## config.mk

```make
export PLATFORM = sky130hd
export DESIGN_NAME = noc_merge2_arb
export DESIGN_NICKNAME = d
export VERILOG_FILES = /design/src/rtl/noc_merge2_arb.sv
export SDC_FILE = /design/constraint.sdc
export NUM_CORES = 1
export LEC_CHECK = 0
export ABC_AREA = 1
export BUFFER_PORTS_ARGS = -buffer_cell sky130_fd_sc_hd__buf_4
export CORE_ASPECT_RATIO = 0.6
export CORE_MARGIN = 1.5
export CORE_UTILIZATION = 56
export DETAILED_ROUTE_END_ITERATION = 12
export PLACE_DENSITY = 0.79
export SETUP_SLACK_MARGIN = 0.02
export SYNTH_ARGS = -nofsm -noshare
export SYNTH_HDL_FRONTEND = slang
export SYNTH_SLANG_ARGS = --single-unit
```

## constraint.sdc

```tcl
create_clock -name clk -period 2 [get_ports clk]
set_input_delay 0 -clock clk [delete_from_list [all_inputs] [get_ports clk]]
set_output_delay 0 -clock clk [all_outputs]
set_load 0.01 [all_outputs]
```

## src/rtl/noc_merge2_arb.sv

```systemverilog
// noc_merge2_arb: two-input round-robin merge stage for 9-bit decoder flits.
// Each input owns a small circular FIFO; a single output register presents
// the merged flit together with a 1-bit source tag (0 = in0, 1 = in1).
// Optional build macro: MERGE_STATS_EN adds per-source forwarded-flit
// counters cnt0/cnt1 (CNT_W bits, wrapping).
module noc_merge2_arb #(
  parameter int W     = 9,
  parameter int DEPTH = 2,
  parameter int CNT_W = 16
) (
  input  logic             clk,
  input  logic             rst_n,
  input  logic [W-1:0]     in0_data,
  input  logic             in0_valid,
  output logic             in0_ready,
  input  logic [W-1:0]     in1_data,
  input  logic             in1_valid,
  output logic             in1_ready,
  output logic [W-1:0]     out_data,
  output logic             out_valid,
  input  logic             out_ready,
  output logic             out_src
`ifdef MERGE_STATS_EN
  ,
  output logic [CNT_W-1:0] cnt0,
  output logic [CNT_W-1:0] cnt1
`endif
);

  localparam int AW = $clog2(DEPTH);
  localparam int PW = AW + 1;
  localparam logic [PW-1:0] PTR_ONE = PW'(1);

  // FIFO storage and pointers (extra MSB distinguishes full from empty)
  logic [W-1:0]  mem0_q [DEPTH];
  logic [W-1:0]  mem1_q [DEPTH];
  logic [PW-1:0] wr0_q, rd0_q, wr1_q, rd1_q;

  // Output register and arbitration history
  logic [W-1:0]  out_data_q, out_data_d;
  logic          out_valid_q, out_valid_d;
  logic          out_src_q, out_src_d;
  logic          last_grant_q, last_grant_d;

  logic          empty0_s, empty1_s, full0_s, full1_s;
  logic          push0_s, push1_s, pop0_s, pop1_s;
  logic          free_s, grant_s;
  logic [W-1:0]  head0_s, head1_s;

  assign empty0_s = (wr0_q == rd0_q);
  assign empty1_s = (wr1_q == rd1_q);
  assign full0_s  = (wr0_q[AW] != rd0_q[AW]) && (wr0_q[AW-1:0] == rd0_q[AW-1:0]);
  assign full1_s  = (wr1_q[AW] != rd1_q[AW]) && (wr1_q[AW-1:0] == rd1_q[AW-1:0]);

  // Ready reflects stored occupancy only; a same-cycle pop never frees a slot early.
  assign in0_ready = !full0_s;
  assign in1_ready = !full1_s;
  assign push0_s   = in0_valid && !full0_s;
  assign push1_s   = in1_valid && !full1_s;

  assign head0_s = mem0_q[rd0_q[AW-1:0]];
  assign head1_s = mem1_q[rd1_q[AW-1:0]];
  assign free_s  = !out_valid_q || out_ready;

  // Round-robin grant and pop selection, only while the output register can load
  always_comb begin
    grant_s = 1'b0;
    pop0_s  = 1'b0;
    pop1_s  = 1'b0;
    if (free_s) begin
      if (!empty0_s && !empty1_s) begin
        grant_s = !last_grant_q;
      end else if (!empty0_s) begin
        grant_s = 1'b0;
      end else begin
        grant_s = 1'b1;
      end
      pop0_s = !grant_s && !empty0_s;
      pop1_s = grant_s && !empty1_s;
    end else begin
      grant_s = 1'b0;
    end
  end

  // Next-state for the output register and last grant
  always_comb begin
    out_data_d   = out_data_q;
    out_valid_d  = out_valid_q;
    out_src_d    = out_src_q;
    last_grant_d = last_grant_q;
    if (pop0_s || pop1_s) begin
      out_valid_d  = 1'b1;
      out_data_d   = pop1_s ? head1_s : head0_s;
      out_src_d    = pop1_s;
      last_grant_d = pop1_s;
    end else if (free_s) begin
      out_valid_d = 1'b0;
    end else begin
      out_valid_d = out_valid_q;
    end
  end

  // FIFO storage writes (contents need no reset; pointers gate visibility)
  always_ff @(posedge clk) begin
    if (push0_s) mem0_q[wr0_q[AW-1:0]] <= in0_data;
    if (push1_s) mem1_q[wr1_q[AW-1:0]] <= in1_data;
  end

  // FIFO pointers, output register and arbitration state
  always_ff @(posedge clk or negedge rst_n) begin
    if (!rst_n) begin
      wr0_q        <= '0;
      rd0_q        <= '0;
      wr1_q        <= '0;
      rd1_q        <= '0;
      out_data_q   <= '0;
      out_valid_q  <= 1'b0;
      out_src_q    <= 1'b0;
      last_grant_q <= 1'b1;
    end else begin
      if (push0_s) wr0_q <= wr0_q + PTR_ONE;
      if (pop0_s)  rd0_q <= rd0_q + PTR_ONE;
      if (push1_s) wr1_q <= wr1_q + PTR_ONE;
      if (pop1_s)  rd1_q <= rd1_q + PTR_ONE;
      out_data_q   <= out_data_d;
      out_valid_q  <= out_valid_d;
      out_src_q    <= out_src_d;
      last_grant_q <= last_grant_d;
    end
  end

  assign out_data  = out_data_q;
  assign out_valid = out_valid_q;
  assign out_src   = out_src_q;

`ifdef MERGE_STATS_EN
  logic [CNT_W-1:0] cnt0_q, cnt1_q;

  // Count flits actually accepted downstream, per source
  always_ff @(posedge clk or negedge rst_n) begin
    if (!rst_n) begin
      cnt0_q <= '0;
      cnt1_q <= '0;
    end else if (out_valid_q && out_ready) begin
      if (out_src_q) cnt1_q <= cnt1_q + CNT_W'(1);
      else           cnt0_q <= cnt0_q + CNT_W'(1);
    end
  end

  assign cnt0 = cnt0_q;
  assign cnt1 = cnt1_q;
`endif

endmodule

```

## After elaboration in Yosys (flattened, before gate mapping)

Memory sizes are Yosys's and may differ from the RTL's.
Cells that the tools add are included.

| operators by class | value |
|---|---|
| $lt $le $gt $ge | 0 |
| muxes and demuxes | 12 |
| equal/unequal tests | 6 |
| shift-type cells | 0 |
| add/sub/neg operators | 4 |
| reduce and logical (&&, ||, !) cells | 17 |
| div/mod/pow operators | 0 |
| multipliers | 0 |
| bitwise gates (word level) | 0 |

Operators by type and width:

| operator | number |
|---|---|
| 1-bit 2-to-1 mux | 11 |
| 9-bit 2-to-1 mux | 1 |
| 2-bit by 1-bit adder with 2-bit output, second input constant | 4 |
| 1-bit logical AND | 7 |
| 1-bit logical NOT | 7 |
| 2-bit equality test | 2 |
| 1-bit equality test | 2 |
| 1-bit logical OR | 2 |
| 1-bit inequality test | 2 |
| 2-bit nonzero test | 1 |

| storage, ports and cells | value |
|---|---|
| output and inout port bits | 13 |
| memories | 2 |
| latch bits | 0 |
| register bits | 20 |
| input bits | 23 |
| bits in read-only memories | 0 |
| RAM bits | 36 |

Memories:

| memory | words | bits a word | read ports | clocked after memory_dff | write ports | line | text |
|---|---|---|---|---|---|---|---|
| mem0_q | 2 | 9 | 1 | 0 | 1 | 35 | `logic [W-1:0] mem0_q [DEPTH];` |
| mem1_q | 2 | 9 | 1 | 0 | 1 | 36 | `logic [W-1:0] mem1_q [DEPTH];` |

## Longest topological paths before layout

| logic depth | value |
|---|---|
| depth after elaboration | 10 |
| mapped depth | 11 |

## Worst setup path after synthesis

OpenSTA, ideal clock, no wires.

| timing | value |
|---|---|
| kind | reg-to-reg |
| from | reg wr0_q[0] |
| to | mem mem0_q[1][0] (enable) |
| required time | 1.622 ns |
| arrival | 1.244 ns |
| cell stages (with the launch flop) | 7 |
| setup time | 0.378 ns |
| slack | 0.378 ns |
| cells stage by stage | dfrtp_1 > inv_1 > nand2_1 > nand2_1 > nand3_1 > nand2_1 > nor2_1 |

| between the ends | value |
|---|---|
| longest elaborated chain between the ends | 6 |

RTL lines:

| item | line | text |
|---|---|---|
| start: declaration | 37 | `logic [PW-1:0] wr0_q, rd0_q, wr1_q, rd1_q;` |
| start signal: assignment | 121 | `if (push0_s) wr0_q <= wr0_q + PTR_ONE;` |
| 1-bit equality test | 52 | `assign full0_s = (wr0_q[AW] != rd0_q[AW]) && (wr0_q[AW-1:0] == rd0_q[AW-1:0]);` |
| 1-bit logical AND | 52 |  |
| 1-bit logical NOT | - |  |
| via in0_ready | 15 | `output logic in0_ready,` |
| 1-bit logical AND | 58 | `assign push0_s = in0_valid && !full0_s;` |
| 1-bit 2-to-1 mux | 105 | `if (push0_s) mem0_q[wr0_q[AW-1:0]] <= in0_data;` |
| 1-bit 2-to-1 mux (not written as such) | 105 |  |
| end: declaration | 35 |  |

The timed path passes the listed nets, and every way through them passes these cells.

## Worst setup path after layout

| timing | value |
|---|---|
| from | reg rd1_q[1] |
| to | reg out_data_q[0] (netlist: out_data[0]) |

| between the ends | value |
|---|---|
| longest elaborated chain between the ends | 9 |
| elaborated cells between the ends (all ways) | 12 |

RTL lines:

| item | line | text |
|---|---|---|
| start: declaration | 37 |  |
| start signal: assignment | 124 | `if (pop1_s) rd1_q <= rd1_q + PTR_ONE;` |
| 2-bit equality test * | 51 | `assign empty1_s = (wr1_q == rd1_q);` |
| 1-bit logical NOT * | 71, 79 |  |
| 1-bit logical AND | 71 | `if (!empty0_s && !empty1_s) begin` |
| 1-bit 2-to-1 mux | 71 |  |
| 1-bit 2-to-1 mux | 70 | `if (free_s) begin` |
| 1-bit logical NOT | 78 | `pop0_s = !grant_s && !empty0_s;` |
| 1-bit logical AND | 78 |  |
| 1-bit 2-to-1 mux | 70 |  |
| 1-bit logical OR | 91 | `if (pop0_s \|\| pop1_s) begin` |
| end signal: assignment | 125 | `out_data_q <= out_data_d;` |
| end: declaration | 40 | `logic [W-1:0] out_data_q, out_data_d;` |

Mark *: on every way between the ends. The rest lies on a longest branch, timed or not. The select of a mux whose other input is x is not followed.
A chain may end at the register's enable or synchronous reset.

==> reports/summary.txt <==
die height - 54.0 µm
slew margin rel. - 74.5%
Final period util - 81.0%
synth unique cells - 22
initial antenna violation count - 0
CTS H-tree depth - 2
Core Region - 4120 µm²
P_leak - 0.00144 µW
CP cell instances - inv_1, nand2_2, nand2_2, nand2_2, nand2_2, nand2_1, buf_4, nand3_1, nand2_1, inv_1, nand2_1
WP data required - 2.22 ns
outcome - completed
r2r setup slk - 0.38 ns
post-synthesis mux area share - 0%
TritonCTS clock tree - built
DR vias - 1,787
crit path launch type - register
endpoint class of the critical path - register
Cell Area, Synth - 2430 µm²
post-CTS resize count - 0
clock skew - 0.00812 ns
root buf cell - clkbuf_8
Worst Path Arrival - 1.84 ns
Critical R2R Capture - out_data[0]$_DFFE_PN0P_
grt total ovfl - 0
row cnt - 18
clock sink count - 56
Tmin final - 1.62 ns
register bit total from synthesis - 56
# setup viols final - 0
detailed placer's ending HPWL - 3460 µm
Syn-to-layout area delta - 26.7%
Die ar. - 4750 µm²
Util after Layout - 74.6%
later-pin clock latency in the skew report - 0.32 ns
largest family of logic cells by synthesized area - simple AND/OR/NAND/NOR gates
wire per inst - 13.7 µm
setup tns final - 0 ns
post-synthesis compound-gate area fraction - 1.75%
Mapped Avg Cell Area - 10.4 µm²
Initial Util - 58.9%
sequential power share - 39.5%
setup bufs post-CTS - 0
cells after synthesis - 233
post-synthesis adder-cell area fraction - 0%
Psw - 2000 µW
critical path's top delay family - simple AND/OR/NAND/NOR gates
CTS clk-pin slew, worst paths - 0.10 ns
Clock power frac - 13.2%
share of cells above drive strength 1 - 23.2%
internal power component - 2810 µW
RSZ-0062 raised after global routing - no
maxcap violations - 0
post-synthesis xor/xnor area fraction - 1.81%
Num CTS Buffers - 5
Antenna diodes - 0
syn nets - 256
VDD IR max - 0.725 mV
largest net degree at the start of global routing - 21
crit path from - rd1_q[1]$_DFFE_PN0P_
most used cell, CP - nand2_2
warnings from Yosys - 0
R2R Path Start - rd1_q[1]$_DFFE_PN0P_
simple-gate area share of the yosys netlist - 24.7%
first-pass GRT wire length - 7690 µm
Pins Over Slew Limit - 0
routability congestion estimate - 0.853
drt initial violations - 130
DRT antenna net count - 0
Slowest Stage Delay on Critical Path - 0.43 ns
Hold WC Path Type - in2async
worst-path fanout max - 11
Switching Share - 41.5%
1st-pass router iterations - 4
gr usage total - 23.1%
DRC Markers - 0
Fmax achieved - 617 MHz
Via density - 5.01
kind of critical path - reg2reg
die span in x - 88.0 µm
vias in the first global route - 1,652
final WL - 4900 µm
post-synthesis sequential area ratio - 65.2%
worst-margin pin slew - 0.382 ns
IO buf count - 35
CP bufs+invs - 3
final hold violations - 0
Pwr per Cell Area - 1570 nW/µm²
IO Count - 36
Critical-path top delay cell - dfrtp_1
maximum clock insertion buffer count - 2
combinational share of power - 47.3%
R2R depth - 11
Final nets - 319
==> power groups by stage <==
| stage | clock (µW) | combinational [µW] | sequential (µW) |
|---|---|---|---|
| 3_3_place_gp | 0 | 2170 | 1900 |
| 6_report | 634 | 2280 | 1900 |
| 5_1_grt | 697 | 2550 | 1940 |
| 3_5_place_dp | 0 | 2240 | 1920 |
| 2_1_floorplan | 0 | 1570 | 1920 |
| 4_1_cts | 640 | 2280 | 1900 |
==> cell families after synthesis <==
| family | after synthesis |
|---|---|
| and+or+nand+nor | 132 |
| AOI/OAI and AO/OA | 7 |
| buffers and inverters | 33 |
| DFF | 56 |
| xor gates and xnor gates | 5 |
==> layout make-up <==
type	count	area [µm²]
sequential	56	1580
fill	286	1050
multi-input combinational	144	686
timing repair buffer	67	556
inverter	22	82.6
tap	60	75.1
clock buffer	5	68.8
clock inverter	3	22.5
==> flip-flops by register name, indices dropped and copies added (netlist names) <==
name	flops
out_valid	1
out_data	9
wr0_q	2
last_grant_q	1
mem0_q	18
out_src	1
rd0_q	2
mem1_q	18
rd1_q	2
wr1_q	2
==> timing repair <==
| action | CTS | global route |
|---|---|---|
| endpoints found under the setup margin | 0 | 0 |
| hold buffers | 21 | 0 |
| endpoints found under the hold margin | 58 | 0 |
==> routing by layer <==
layer / part of all wire [%] / global-route usage, %
met1: 46 / 31.5
met2: 46 / 35.1
met3: 6.0 / 5.67
met4: 1.7 / 11.4
met5: 0 / 0
==> worst max path at each step <==
stage / endpoint / slack [ns] / cells after the start
finish: out_data[0]$_DFFE_PN0P_ / 0.38 / 11
global route: out_data[4]$_DFFE_PN0P_ / 0.25 / 9
CTS: out_data[4]$_DFFE_PN0P_ / 0.40 / 9
detailed placement: out_data[4]$_DFFE_PN0P_ / 0.42 / 9
global placement: out_valid$_DFFE_PN0P_ / 0.48 / 8
floorplan: mem0_q[1][0]$_DFFE_PP_ / 0.38 / 6
==> cells in the final DEF, fill, tap and decap left out, types with 2 or more instances in the layout <==
cell,count
nand3_1,18
nand4_1,9
o21ai_0,3
dlygate4sd3_1,21
buf_4,46
nand2_2,5
edfxtp_1,36
inv_1,21
clkbuf_8,5
nand2_1,87
nor2_1,7
nand3_2,4
a21oi_1,2
dfrtp_1,19
xor2_1,4
==> Yosys cell counts <==
| master | instances | area, µm² |
|---|---|---|
| a21oi_1 | 2 | 10.0 |
| a21oi_2 | 1 | 8.76 |
| buf_4 | 3 | 22.5 |
| buf_6 | 3 | 33.8 |
| clkbuf_1 | 5 | 18.8 |
| dfrtp_1 | 19 | 475 |
| dfstp_2 | 1 | 26.3 |
| edfxtp_1 | 36 | 1080 |
| inv_1 | 21 | 78.8 |
| inv_2 | 1 | 3.75 |
| nand2_1 | 87 | 327 |
| nand2_2 | 5 | 31.3 |
| nand2_4 | 1 | 11.3 |
| nand3_1 | 18 | 90.1 |
| nand3_2 | 4 | 40.0 |
| nand3_4 | 1 | 17.5 |
| nand4_1 | 9 | 56.3 |
| nor2_1 | 7 | 26.3 |
| o21ai_0 | 3 | 15.0 |
| o21ai_2 | 1 | 8.76 |
| xnor2_1 | 1 | 8.76 |
| xor2_1 | 4 | 35.0 |
==> worst reg2reg max path, stage by stage (launching register included) <==
cell	delay, ns
dfrtp_1	0.43
inv_1	0.08
nand2_2	0.06
nand2_2	0.08
nand2_2	0.06
nand2_2	0.18
nand2_1	0.17
buf_4	0.20
nand3_1	0.09
nand2_1	0.06
inv_1	0.06
nand2_1	0.05
==> stage by stage <==
step	instance area, µm²	hold slack [ns]	total power [µW]	worst slack (ns)	cells
after floorplan	2430	-0.296	3490	0.378	233
after global placement	2770	-0.107	4070	0.481	328
after detailed placement	2770	-0.107	4170	0.425	328
after CTS	3070	0.0886	4820	0.396	357
after global routing	3070	0.112	5190	0.254	357
final	3070	0.0884	4810	0.380	357
Power figures use the tool's default switching activity.
